[config.mk]
export PLATFORM = sky130hd
export DESIGN_NAME = coin_wait_timer_flat
export DESIGN_NICKNAME = d
export VERILOG_FILES = /design/src/rtl/coin_wait_timer_if.sv /design/src/rtl/coin_wait_timer.sv /design/src/flat_wrapper.sv
export SDC_FILE = /design/constraint.sdc
export NUM_CORES = 1
export LEC_CHECK = 0
export ABC_CLOCK_PERIOD_IN_PS = 5500
export BUFFER_PORTS_ARGS = -buffer_cell sky130_fd_sc_hd__buf_2
export CORE_MARGIN = 1
export CORE_UTILIZATION = 55
export DETAILED_ROUTE_END_ITERATION = 12
export PLACE_DENSITY = 0.91
export SLEW_MARGIN = 20
export SYNTH_ARGS = -nofsm -noshare
export SYNTH_HDL_FRONTEND = slang
export SYNTH_SLANG_ARGS = --single-unit
[constraint.sdc]
create_clock -name clk -period 5.5 [get_ports clk]
set_clock_uncertainty 0.1 [all_clocks]
set_input_delay 1.1 -clock clk [delete_from_list [all_inputs] [get_ports clk]]
set_output_delay 1.1 -clock clk [all_outputs]
set_load 0.01 [all_outputs]
[src/rtl/coin_wait_timer_if.sv]
// Signal bundle between the input-decode logic, the coin wait timer and the change/return controller.
// The master drives the activity/control strobes; the slave (the timer) drives the status outputs.
interface coin_wait_timer_if #(
  parameter int NUM_COINS = 3,
  parameter int NUM_ITEMS = 4,
  parameter int TIME_W    = 32
);
  logic [NUM_COINS-1:0] i_input_coin;
  logic [NUM_ITEMS-1:0] i_select_item;
  logic                 i_hold;
  logic                 i_clear;
  logic [TIME_W-1:0]    wait_time;
  logic                 o_active;
  logic                 o_timeout;
  logic                 o_expired;

  modport master (
    output i_input_coin, i_select_item, i_hold, i_clear,
    input  wait_time, o_active, o_timeout, o_expired
  );

  modport slave (
    input  i_input_coin, i_select_item, i_hold, i_clear,
    output wait_time, o_active, o_timeout, o_expired
  );
endinterface

[src/rtl/coin_wait_timer.sv]
// Coin-return wait timer: reloads on any coin/item activity, counts down once per clock,
// and reports expiry as a one-cycle pulse plus a sticky flag until acknowledged.
module coin_wait_timer #(
  parameter int              NUM_COINS = 3,
  parameter int              NUM_ITEMS = 4,
  parameter int              TIME_W    = 32,
  parameter longint unsigned WAIT_TIME = 100
) (
  input logic              clk,
  input logic              reset_n,
  coin_wait_timer_if.slave bus
);
  localparam logic [TIME_W-1:0] RELOAD = TIME_W'(WAIT_TIME);
  localparam logic [TIME_W-1:0] ONE    = TIME_W'(1);
  localparam logic [TIME_W-1:0] ZERO   = TIME_W'(0);

  typedef enum logic [1:0] {
    IDLE     = 2'd0,
    COUNTING = 2'd1,
    EXPIRED  = 2'd2
  } state_t;

  state_t               state_r, state_nxt_s;
  logic [TIME_W-1:0]    wait_time_r, wait_time_nxt_s;
  logic                 active_r, timeout_r, expired_r;
  logic                 timeout_nxt_s, expired_nxt_s;
  logic [NUM_COINS-1:0] coin_s;
  logic [NUM_ITEMS-1:0] item_s;
  logic                 act_s;

  assign coin_s = bus.i_input_coin;
  assign item_s = bus.i_select_item;
  assign act_s  = (|coin_s) | (|item_s);

  // Next-state and next-output logic; activity outranks clear, clear outranks hold.
  always_comb begin
    state_nxt_s     = state_r;
    wait_time_nxt_s = wait_time_r;
    timeout_nxt_s   = 1'b0;
    expired_nxt_s   = expired_r;
    if (act_s) begin
      state_nxt_s     = COUNTING;
      wait_time_nxt_s = RELOAD;
      expired_nxt_s   = 1'b0;
    end else begin
      case (state_r)
        IDLE: begin
          wait_time_nxt_s = RELOAD;
          expired_nxt_s   = 1'b0;
        end
        COUNTING: begin
          if (bus.i_hold) begin
            wait_time_nxt_s = wait_time_r;
          end else if (wait_time_r <= ONE) begin
            // Also catches a zero count so the counter can never wrap.
            wait_time_nxt_s = ZERO;
            state_nxt_s     = EXPIRED;
            timeout_nxt_s   = 1'b1;
            expired_nxt_s   = 1'b1;
          end else begin
            wait_time_nxt_s = wait_time_r - ONE;
          end
        end
        EXPIRED: begin
          if (bus.i_clear) begin
            state_nxt_s     = IDLE;
            wait_time_nxt_s = RELOAD;
            expired_nxt_s   = 1'b0;
          end else begin
            wait_time_nxt_s = ZERO;
            expired_nxt_s   = 1'b1;
          end
        end
        default: begin
          state_nxt_s     = IDLE;
          wait_time_nxt_s = RELOAD;
          expired_nxt_s   = 1'b0;
        end
      endcase
    end
  end

  // State and registered outputs with synchronous active-low reset.
  always_ff @(posedge clk) begin
    if (!reset_n) begin
      state_r     <= IDLE;
      wait_time_r <= RELOAD;
      active_r    <= 1'b0;
      timeout_r   <= 1'b0;
      expired_r   <= 1'b0;
    end else begin
      state_r     <= state_nxt_s;
      wait_time_r <= wait_time_nxt_s;
      active_r    <= (state_nxt_s == COUNTING);
      timeout_r   <= timeout_nxt_s;
      expired_r   <= expired_nxt_s;
    end
  end

  assign bus.wait_time = wait_time_r;
  assign bus.o_active  = active_r;
  assign bus.o_timeout = timeout_r;
  assign bus.o_expired = expired_r;
endmodule
[src/flat_wrapper.sv]
// flat-port wrapper written by rule: the top's interface ports become plain ports
module coin_wait_timer_flat 
#(
  parameter int              NUM_COINS = 3,
  parameter int              NUM_ITEMS = 4,
  parameter int              TIME_W    = 32,
  parameter longint unsigned WAIT_TIME = 100
)
  (clk, reset_n, bus_i_input_coin, bus_i_select_item, bus_i_hold, bus_i_clear, bus_wait_time, bus_o_active, bus_o_timeout, bus_o_expired);
  coin_wait_timer_if #(.NUM_COINS(NUM_COINS), .NUM_ITEMS(NUM_ITEMS), .TIME_W(TIME_W)) bus_i ();
  input logic clk;
  input logic reset_n;
  input wire logic [$bits(bus_i.i_input_coin)-1:0] bus_i_input_coin;
  input wire logic [$bits(bus_i.i_select_item)-1:0] bus_i_select_item;
  input wire logic [$bits(bus_i.i_hold)-1:0] bus_i_hold;
  input wire logic [$bits(bus_i.i_clear)-1:0] bus_i_clear;
  output wire logic [$bits(bus_i.wait_time)-1:0] bus_wait_time;
  output wire logic [$bits(bus_i.o_active)-1:0] bus_o_active;
  output wire logic [$bits(bus_i.o_timeout)-1:0] bus_o_timeout;
  output wire logic [$bits(bus_i.o_expired)-1:0] bus_o_expired;
  assign bus_i.i_input_coin = bus_i_input_coin;
  assign bus_i.i_select_item = bus_i_select_item;
  assign bus_i.i_hold = bus_i_hold;
  assign bus_i.i_clear = bus_i_clear;
  assign bus_wait_time = bus_i.wait_time;
  assign bus_o_active = bus_i.o_active;
  assign bus_o_timeout = bus_i.o_timeout;
  assign bus_o_expired = bus_i.o_expired;
  coin_wait_timer #(.NUM_COINS(NUM_COINS), .NUM_ITEMS(NUM_ITEMS), .TIME_W(TIME_W), .WAIT_TIME(WAIT_TIME)) u_core (.clk(clk), .reset_n(reset_n), .bus(bus_i));
endmodule
# Word level (Yosys, flattened, before mapping)
# Cells that the tools add are included.
[word_totals] register_bits=37 word_cells=35
[op_classes] n_mux=14 bitwise_logic=3 magnitude_cmp=1 reduce_logical=6 n_eq_ne=5 addsub=1
[op_table] op="$mux 32" count=2
[op_table] op="$pmux 32 s2" count=1
[op_table] op="$le 32x1->1 const B" count=1
[op_table] op="$sub 32x1->32 const B" count=1
[op_table] op="$mux 2" count=4
[op_table] op="$reduce_or 4->1" count=2
[op_table] op="$mux 7" count=1
[op_table] op="$pmux 2 s3" count=1
[op_table] op="$eq 2x1->1 const B" count=2
[op_table] op="$mux 1" count=4
[op_table] op="$reduce_or 3->1" count=1
[op_table] op="$eq 2x2->1 const B" count=1
[op_table] op="$logic_not 2->1" count=1
[op_table] op="$ne 2x1->1 const B" count=1
[op_table] op="$ne 2x2->1 const B" count=1
[op_table] op="$not 1->1" count=2
[op_table] op="$pmux 1 s2" count=1
[op_table] op="$reduce_and 2->1" count=1
[op_table] op="$reduce_or 2->1" count=1
[op_table] op="$or 1x1->1" count=1

# Depth between registers and ports, before layout
# Gate-level depths: netlist (run 1).
[logic_depth] word_depth=6 ltp_mapped=10 ltp_nobuf=8

# Worst setup path before layout (run 1)
# No wires, ideal clock.
[synth_path] path_type="input to register" from="input bus_i_select_item[1]" to="register u_core.wait_time_r[20], in the netlist u_core.bus.wait_time[20]" arrival_time_ps=2634 path_stages=7 path_buffers=2 required_ps=5336 setup_time_ps=64 slack_ps=2702 cell_sequence="or4_1 > nor4_2 > nand3_1 > or2_1 > buf_4 > buf_4 > nor2_1"
[synth_between] elab_chain_len=3
[synth_lines] element="start, declared" line_no="flat_wrapper.sv:14" text="input wire logic [$bits(bus_i.i_select_item)-1:0] bus_i_select_item;"
[synth_lines] element="$reduce_or 4->1" line_no="coin_wait_timer.sv:33" text="assign act_s = (|coin_s) | (|item_s);"
[synth_lines] element="$or 1x1->1" line_no="coin_wait_timer.sv:33"
[synth_lines] element="$reduce_or 2->1 (no source line)"
[synth_lines] element="end signal, assigned" line_no="coin_wait_timer.sv:93" text="wait_time_r <= wait_time_nxt_s;"
[synth_lines] element="end, declared" line_no="coin_wait_timer.sv:24" text="logic [TIME_W-1:0] wait_time_r, wait_time_nxt_s;"
# Every way passes these cells.
# A chain may end at the register's enable or synchronous reset.

# Worst setup path after layout (run 1)
[layout_path] from="input bus_i_select_item[1]" to="register u_core.wait_time_r[1], in the netlist u_core.bus.wait_time[1]"
# The elaborated chain is that of the path after synthesis.

==> results of run 1 <==
## registers in the layout, summed over array words and instances (netlist names)
register,count
u_core.bus.wait_time,32
u_core.state_r,2
u_core.bus.o_active,1
u_core.bus.o_expired,1
u_core.bus.o_timeout,1
## layout make-up
type | instances | area share (%)
Tap cell | 44 | 2.56
Clock buffer | 6 | 2.38
Timing Repair Buffer | 45 | 10.5
Clock inverter | 2 | 1.74
Multi-Input combinational cell | 155 | 47.3
Inverter | 7 | 1.22
Sequential cell | 37 | 34.4
## how the worst max path moves through the flow
stage / endpoint
final: u_core.bus.wait_time[1]
after global routing: u_core.bus.wait_time[25]
after CTS: u_core.bus.wait_time[1]
after detailed placement: u_core.bus.wait_time[1]
after global placement: u_core.bus.wait_time[1]
after floorplan: u_core.bus.wait_time[20]
## cells in the final DEF (no fill, tap or decap), drive strengths merged, types with 2 or more instances in the layout
cell type / count
buf: 45
nor2: 40
dfxtp: 37
xnor2: 18
nor3: 12
nand2: 11
xor2: 8
inv: 7
nand3: 7
or4: 7
nor4: 7
ha: 6
clkbuf: 6
nand4: 5
a21oi: 4
a21o: 4
o21ai: 3
or3: 3
nor2b: 2
o31ai: 2
a31oi: 2
## per-stage QoR
step	power (W)	setup slack, ns	area (µm²)	hold WS (ns)	cells
after floorplan	0.000284	2.70	1820	0.404	204
after global placement	0.000290	2.28	2070	0.387	288
after detailed placement	0.000290	2.20	2070	0.394	288
after CTS	0.000485	2.57	2150	0.411	296
after global routing	0.000502	2.40	2150	0.450	296
final	0.000483	2.54	2150	0.411	296
## critical path: stages
cell and delay, ns:
buf_2 0.09, or4_1 0.53, nor4_2 0.29, nand3_1 0.18, or2_1 0.61, a211oi_1 0.31
## kinds of logic after synthesis
logic type      synth area share [%]
compound gates                  8.82
simple gates                    30.6
fa+ha+maj                       4.13
buf+inv                         3.10
xor+xnor                        12.5
flops                           40.8
## power groups by stage
stage | Combinational, W | Clock [W] | Sequential, W
final | 0.0000151 | 0.000199 | 0.000269
after global routing | 0.0000166 | 0.000215 | 0.000270
after CTS | 0.0000149 | 0.000201 | 0.000269
after detailed placement | 0.0000148 | 0 | 0.000275
after global placement | 0.0000146 | 0 | 0.000275
after floorplan | 0.00000888 | 0 | 0.000276
## per-layer routing
| layer | vias to the layer above | wire length (µm) |
|---|---|---|
| met5 | - | 0 |
| met4 | 0 | 59 |
| met3 | 8 | 223 |
| met2 | 59 | 1690 |
| met1 | 752 | 1700 |
| li1 | 810 | - |
## synthesized netlist by cell type, types with 2 or more instances
library cell,instances
buf_4,3
nand2_1,11
nor4_2,3
nand3_1,7
a21o_1,4
nand4_1,4
nor2_1,40
nor2b_1,2
xnor2_1,18
or3_1,3
nor3_1,11
o31ai_1,2
or4_1,6
ha_1,6
a31oi_1,2
clkbuf_1,2
nor4_1,3
inv_1,7
a21oi_1,4
dfxtp_1,37
o21ai_0,3
xor2_1,8
==> impl_metrics.csv, run 1 <==
group,metric,value,unit
run_status,outcome,"finished clean",
setup_path,reg2reg_depth,6,
hold_path,hp-start,"u_core.bus.wait_time[19]",
clock_network,cts_htree_levels,2,
global_route,grt_pass1_vias,1339,
setup_path,criticalPathCategory,"in2reg",
yosys,syn_avg_cell_area,8.90,µm²
floorplanning,core,3100,µm²
hold_path,min_path_cells,2,
drt,ant_nets,0,
yosys,synth-async-reset-ratio,0,%
sta,min_period_over_period,53.8,%
sta,fmax,338,MHz
setup_path,cp.required,5.66,ns
clock_network,path_clk_slew,0.12,ns
global_route,grt_usage,22.6,%
floorplanning,rows,20,
place,gp_congestion,0.934,
finish,antenna_cells,0,
yosys,synth_area_leaders,"dfxtp_1 (41%), xnor2_1 (8.7%), nor2_1 (8.3%), ha_1 (4.1%), xor2_1 (3.9%)",
global_route,use_met3,5.02,%
finish,multiInputGateArea,1020,µm²
sta,finalMaxSlewViolations,0,
floorplanning,die_h,59.5,µm
drt,wl_per_cell,12.4,µm
global_route,use_met1,30.8,%
drt,drt_iter0_markers,111,
clock_network,cts_tree,"built",
clock_network,cts.repair.resized,0,
sta,setup_viol,0,
hold_path,min_to,"u_core.bus.wait_time[19]",
clock_network,cts_setup_buffers,0,
power,p_comb_share,3.1,%
floorplanning,initial_core_util,58.5,%
power,power.leakage,0.905,nW
global_route,grt_max_degree,29,
finish,syn_to_final_growth,18.7,%
setup_path,crit_start,"bus_i_select_item[1]",
drt,first_pass_iters,4,
floorplanning,ios,46,
drt,via_per_inst,5.50,
setup_path,worst_setup_path_start_kind,"input pin",
power,power.share.switching,20.7,%
run,max_cap_violations,0,
power,vdd_ir_drop_max,0.000150,V
yosys,synth.top_cell.area_share,40.8,%
clock_network,cts-hold-fix-buffers,0,
setup_path,r2r_end,"u_core.bus.wait_time[7]",
setup_path,r2r_start,"u_core.bus.wait_time[20]",
setup_path,cp.arrival,3.12,ns
yosys,synth_edf_count,0,
yosys,yosys.cell_types.count,40,
global_route,grt.busiest_layer,"met2",
yosys,synth_nets,221,
power,p_sw,0.0000999,W
finish,post-route-util,69.4,%
setup_path,crit_path_end_kind,"flop",
sta,max-slew-margin-rel,37.8,%
yosys,yosys_most_used_dff,"dfxtp_1",
clock_network,numCtsBuffers,5,
finish,fin_nets,268,
place,place_hpwl,2.64,mm
clock_network,insertion_delay,0.35,ns
yosys,synth_top_area_cell,"dfxtp_1",
sta,timing_hold_violations_final,0,
finish,drive_gt1_share,25.0,%
drt,drc,0,
global_route,use_met2,32.6,%
power,intPower,0.000383,W
finish,seqCellArea,741,µm²
power,pwr-share-clk,41.1,%
clock_network,root_buffer,"clkbuf_4",
yosys,syn-cell-area,1820,µm²
clock_network,clockBufferDepth,2,
hold_path,hp-class,"reg2reg",
setup_path,r2r_setup_slack,2.62,ns
sta,worstMarginPinSlew,0.932,ns
yosys,yosysSeqAreaShare,40.8,%
yosys,synthCells,204,
yosys,ys_ff_latch,37,
place,port_buffers,45,
drt,num_vias,1629,
global_route,antenna_found_initial,0,
drt,wirelength,3.68,mm
power,p_seq_share,55.8,%
sta,rsz0062_at_grt,"false",
sta,setup_tns,0,ns
floorplanning,die_w,59.5,µm
global_route,grt_overflow,0,
sta,period_needed,2.96,ns
clock_network,clock-sinks,37,
yosys,synth_warnings,0,
setup_path,crit_path_max_fanout,28,
power,cellPowerDensity,224,nW/µm²
floorplanning,dieArea,3530,µm²
finish,fillers,252,
global_route,grt_pass1_wl,5.91,mm
No activity file was read; power rests on OpenSTA's default activity.
==> run 2, diff against run 1 <==
--- a/config.mk
+++ b/config.mk
@@ -5,12 +5,12 @@
 export SDC_FILE = /design/constraint.sdc
 export NUM_CORES = 1
 export LEC_CHECK = 0
-export ABC_CLOCK_PERIOD_IN_PS = 5500
+export ABC_CLOCK_PERIOD_IN_PS = 2420
 export BUFFER_PORTS_ARGS = -buffer_cell sky130_fd_sc_hd__buf_2
 export CORE_MARGIN = 1
-export CORE_UTILIZATION = 55
+export CORE_UTILIZATION = 47
 export DETAILED_ROUTE_END_ITERATION = 12
-export PLACE_DENSITY = 0.91
+export PLACE_DENSITY = 0.84
 export SLEW_MARGIN = 20
 export SYNTH_ARGS = -nofsm -noshare
 export SYNTH_HDL_FRONTEND = slang
==> constraint.sdc (replaced) <==
create_clock -name clk -period 2.42 [get_ports clk]
set_clock_uncertainty 0.1 [all_clocks]
set_input_delay 0.484 -clock clk [delete_from_list [all_inputs] [get_ports clk]]
set_output_delay 0.484 -clock clk [all_outputs]
set_load 0.01 [all_outputs]
==> run 2 against run 1 <==
  * Wire length rose by 6.1%
  * Core utilization fell by 7.7 points
  * Cell area up 5.7%
  * Combinational power increased to 2.6 times the previous value
==> impl_metrics.csv, run 2 (synthesized netlist as in run 1, its figures left out) <==
group,metric,value,unit
run_status,outcome,"finished clean",
clock_network,cts_tree,"built",
sta,finalMaxSlewViolations,0,
setup_path,cp.required,2.50,ns
clock_network,insertion_delay,0.30,ns
place,dp_worst_setup_slack,0.143,ns
drt,wl_per_cell,12.7,µm
drt,via_per_inst,5.27,
clock_network,cts_setup_buffers,0,
floorplanning,core,3690,µm²
sta,worst_slack,0.113,ns
finish,antenna_cells,0,
clock_network,cts-hold-fix-buffers,0,
drt,num_vias,1622,
finish,final_area,2280,µm²
sta,worstMarginPinSlew,0.505,ns
drt,drt_iter0_markers,53,
drt,first_pass_iters,4,
setup_path,crit_path_end_kind,"flop",
floorplanning,dieArea,4120,µm²
global_route,grt_max_degree,29,
power,power.leakage,0.972,nW
place,placed_area,2140,µm²
setup_path,r2r_setup_slack,0.11,ns
sta,fmax,434,MHz
global_route,grt_usage,20.8,%
sta,min_period_over_period,95.3,%
setup_path,crit_path_max_fanout,28,
power,cellPowerDensity,529,nW/µm²
place,gp_congestion,0.799,
global_route,grt_pass1_wl,6.60,mm
drt,wirelength,3.90,mm
drt,ant_nets,0,
sta,rsz0062_at_grt,"false",
setup_path,worst_setup_path_start_kind,"flop",
setup_path,criticalPathCategory,"reg2reg",
clock_network,cts_htree_levels,2,
place,place_hpwl,2.82,mm
clock_network,clock-sinks,37,
floorplanning,die_w,64.2,µm
finish,final_cell_mix,"buf_2 (45), nor2_1 (40), dfxtp_1 (37)",
power,vdd_ir_drop_max,0.000377,V
hold_path,hp-class,"in2reg",
finish,drive_gt1_share,27.3,%
finish,layout_commonest_cell,"buf_2",
sta,hold-worst-slack,0.354,ns
finish,syn_to_final_growth,25.5,%
floorplanning,rows,22,
floorplanning,die_h,64.2,µm
floorplanning,initial_core_util,49.2,%
place,port_buffers,45,
clock_network,path_clk_slew,0.07,ns
run,max_cap_violations,0,
setup_path,r2r_end,"u_core.bus.wait_time[23]",
sta,setup_viol,0,
global_route,antenna_found_initial,0,
clock_network,numCtsBuffers,5,
hold_path,min_to,"u_core.state_r[1]",
setup_path,r2r_start,"u_core.bus.wait_time[12]",
hold_path,hp-start,"reset_n",
global_route,grt_overflow,0,
sta,timing_hold_violations_final,0,
clock_network,clockBufferDepth,2,
sta,setup_tns,0,ns
floorplanning,ios,46,
setup_path,cp.arrival,2.39,ns
sta,max-slew-margin-rel,66.0,%
finish,largest_register_ff_count,32,
global_route,grt_pass1_vias,1490,
sta,period_needed,2.31,ns
finish,fin_nets,276,
setup_path,reg2reg_depth,7,
clock_network,cts.repair.resized,0,
drt,drc,0,
clock_network,root_buffer,"clkbuf_8",
hold_path,min_path_cells,3,
[run 2: area by class of cell]
cell class | count | area [µm²]
clock buffer | 7 | 86.3
timing repair buffer | 53 | 298
multi-input combinational | 155 | 1040
tap | 48 | 60.1
inverter | 7 | 26.3
clock inverter | 1 | 30.0
sequential | 37 | 741
fill | 323 | 1410
[run 2: metal layers]
| layer | up-vias | part of all wire (%) | GRT usage (%) |
|---|---|---|---|
| met5 | - | 0 | 0 |
| met4 | 0 | 1.9 | 11.4 |
| met3 | 6 | 5.0 | 5.18 |
| met2 | 42 | 49 | 33.5 |
| met1 | 748 | 45 | 25.3 |
| li1 | 826 | - | - |
[run 2: how the worst max path moves through the flow]
stage | from | end | slack (ns) | cells after the start
final | u_core.bus.wait_time[12] | u_core.bus.wait_time[23] | 0.11 | 7
after global routing | u_core.bus.wait_time[12] | u_core.bus.wait_time[23] | 0.001 | 7
after CTS | u_core.bus.wait_time[12] | u_core.bus.o_active | 0.12 | 6
after detailed placement | u_core.bus.wait_time[12] | u_core.bus.wait_time[2] | 0.14 | 6
after global placement | bus_i_select_item[1] | u_core.bus.wait_time[1] | 0.17 | 7
after floorplan | u_core.bus.wait_time[20] | u_core.bus.wait_time[23] | 0.22 | 8
[run 2: power by group]
| part | switching [W] | internal [W] |
|---|---|---|
| Combinational | 0.0000214 | 0.0000177 |
| Clock | 0.000219 | 0.000336 |
| Sequential | 0.00000137 | 0.000610 |
[run 2: per-stage QoR]
step / instances / util (%) / power [W]
after floorplan: 204 / - / 0.000646
after global placement: 300 / 58.1 / 0.000664
after detailed placement: 300 / 58.1 / 0.000665
after CTS: 308 / 61.3 / 0.00121
after global routing: 308 / 61.8 / 0.00123
final: 308 / 61.8 / 0.00121
[run 2: critical path: stages (launching register included)]
cell and delay [ns]:
dfxtp_1 0.35, or4_1 0.59, and4bb_4 0.41, nand4_1 0.14
a21oi_1 0.18, or2_1 0.15, buf_12 0.17, nor2_1 0.07
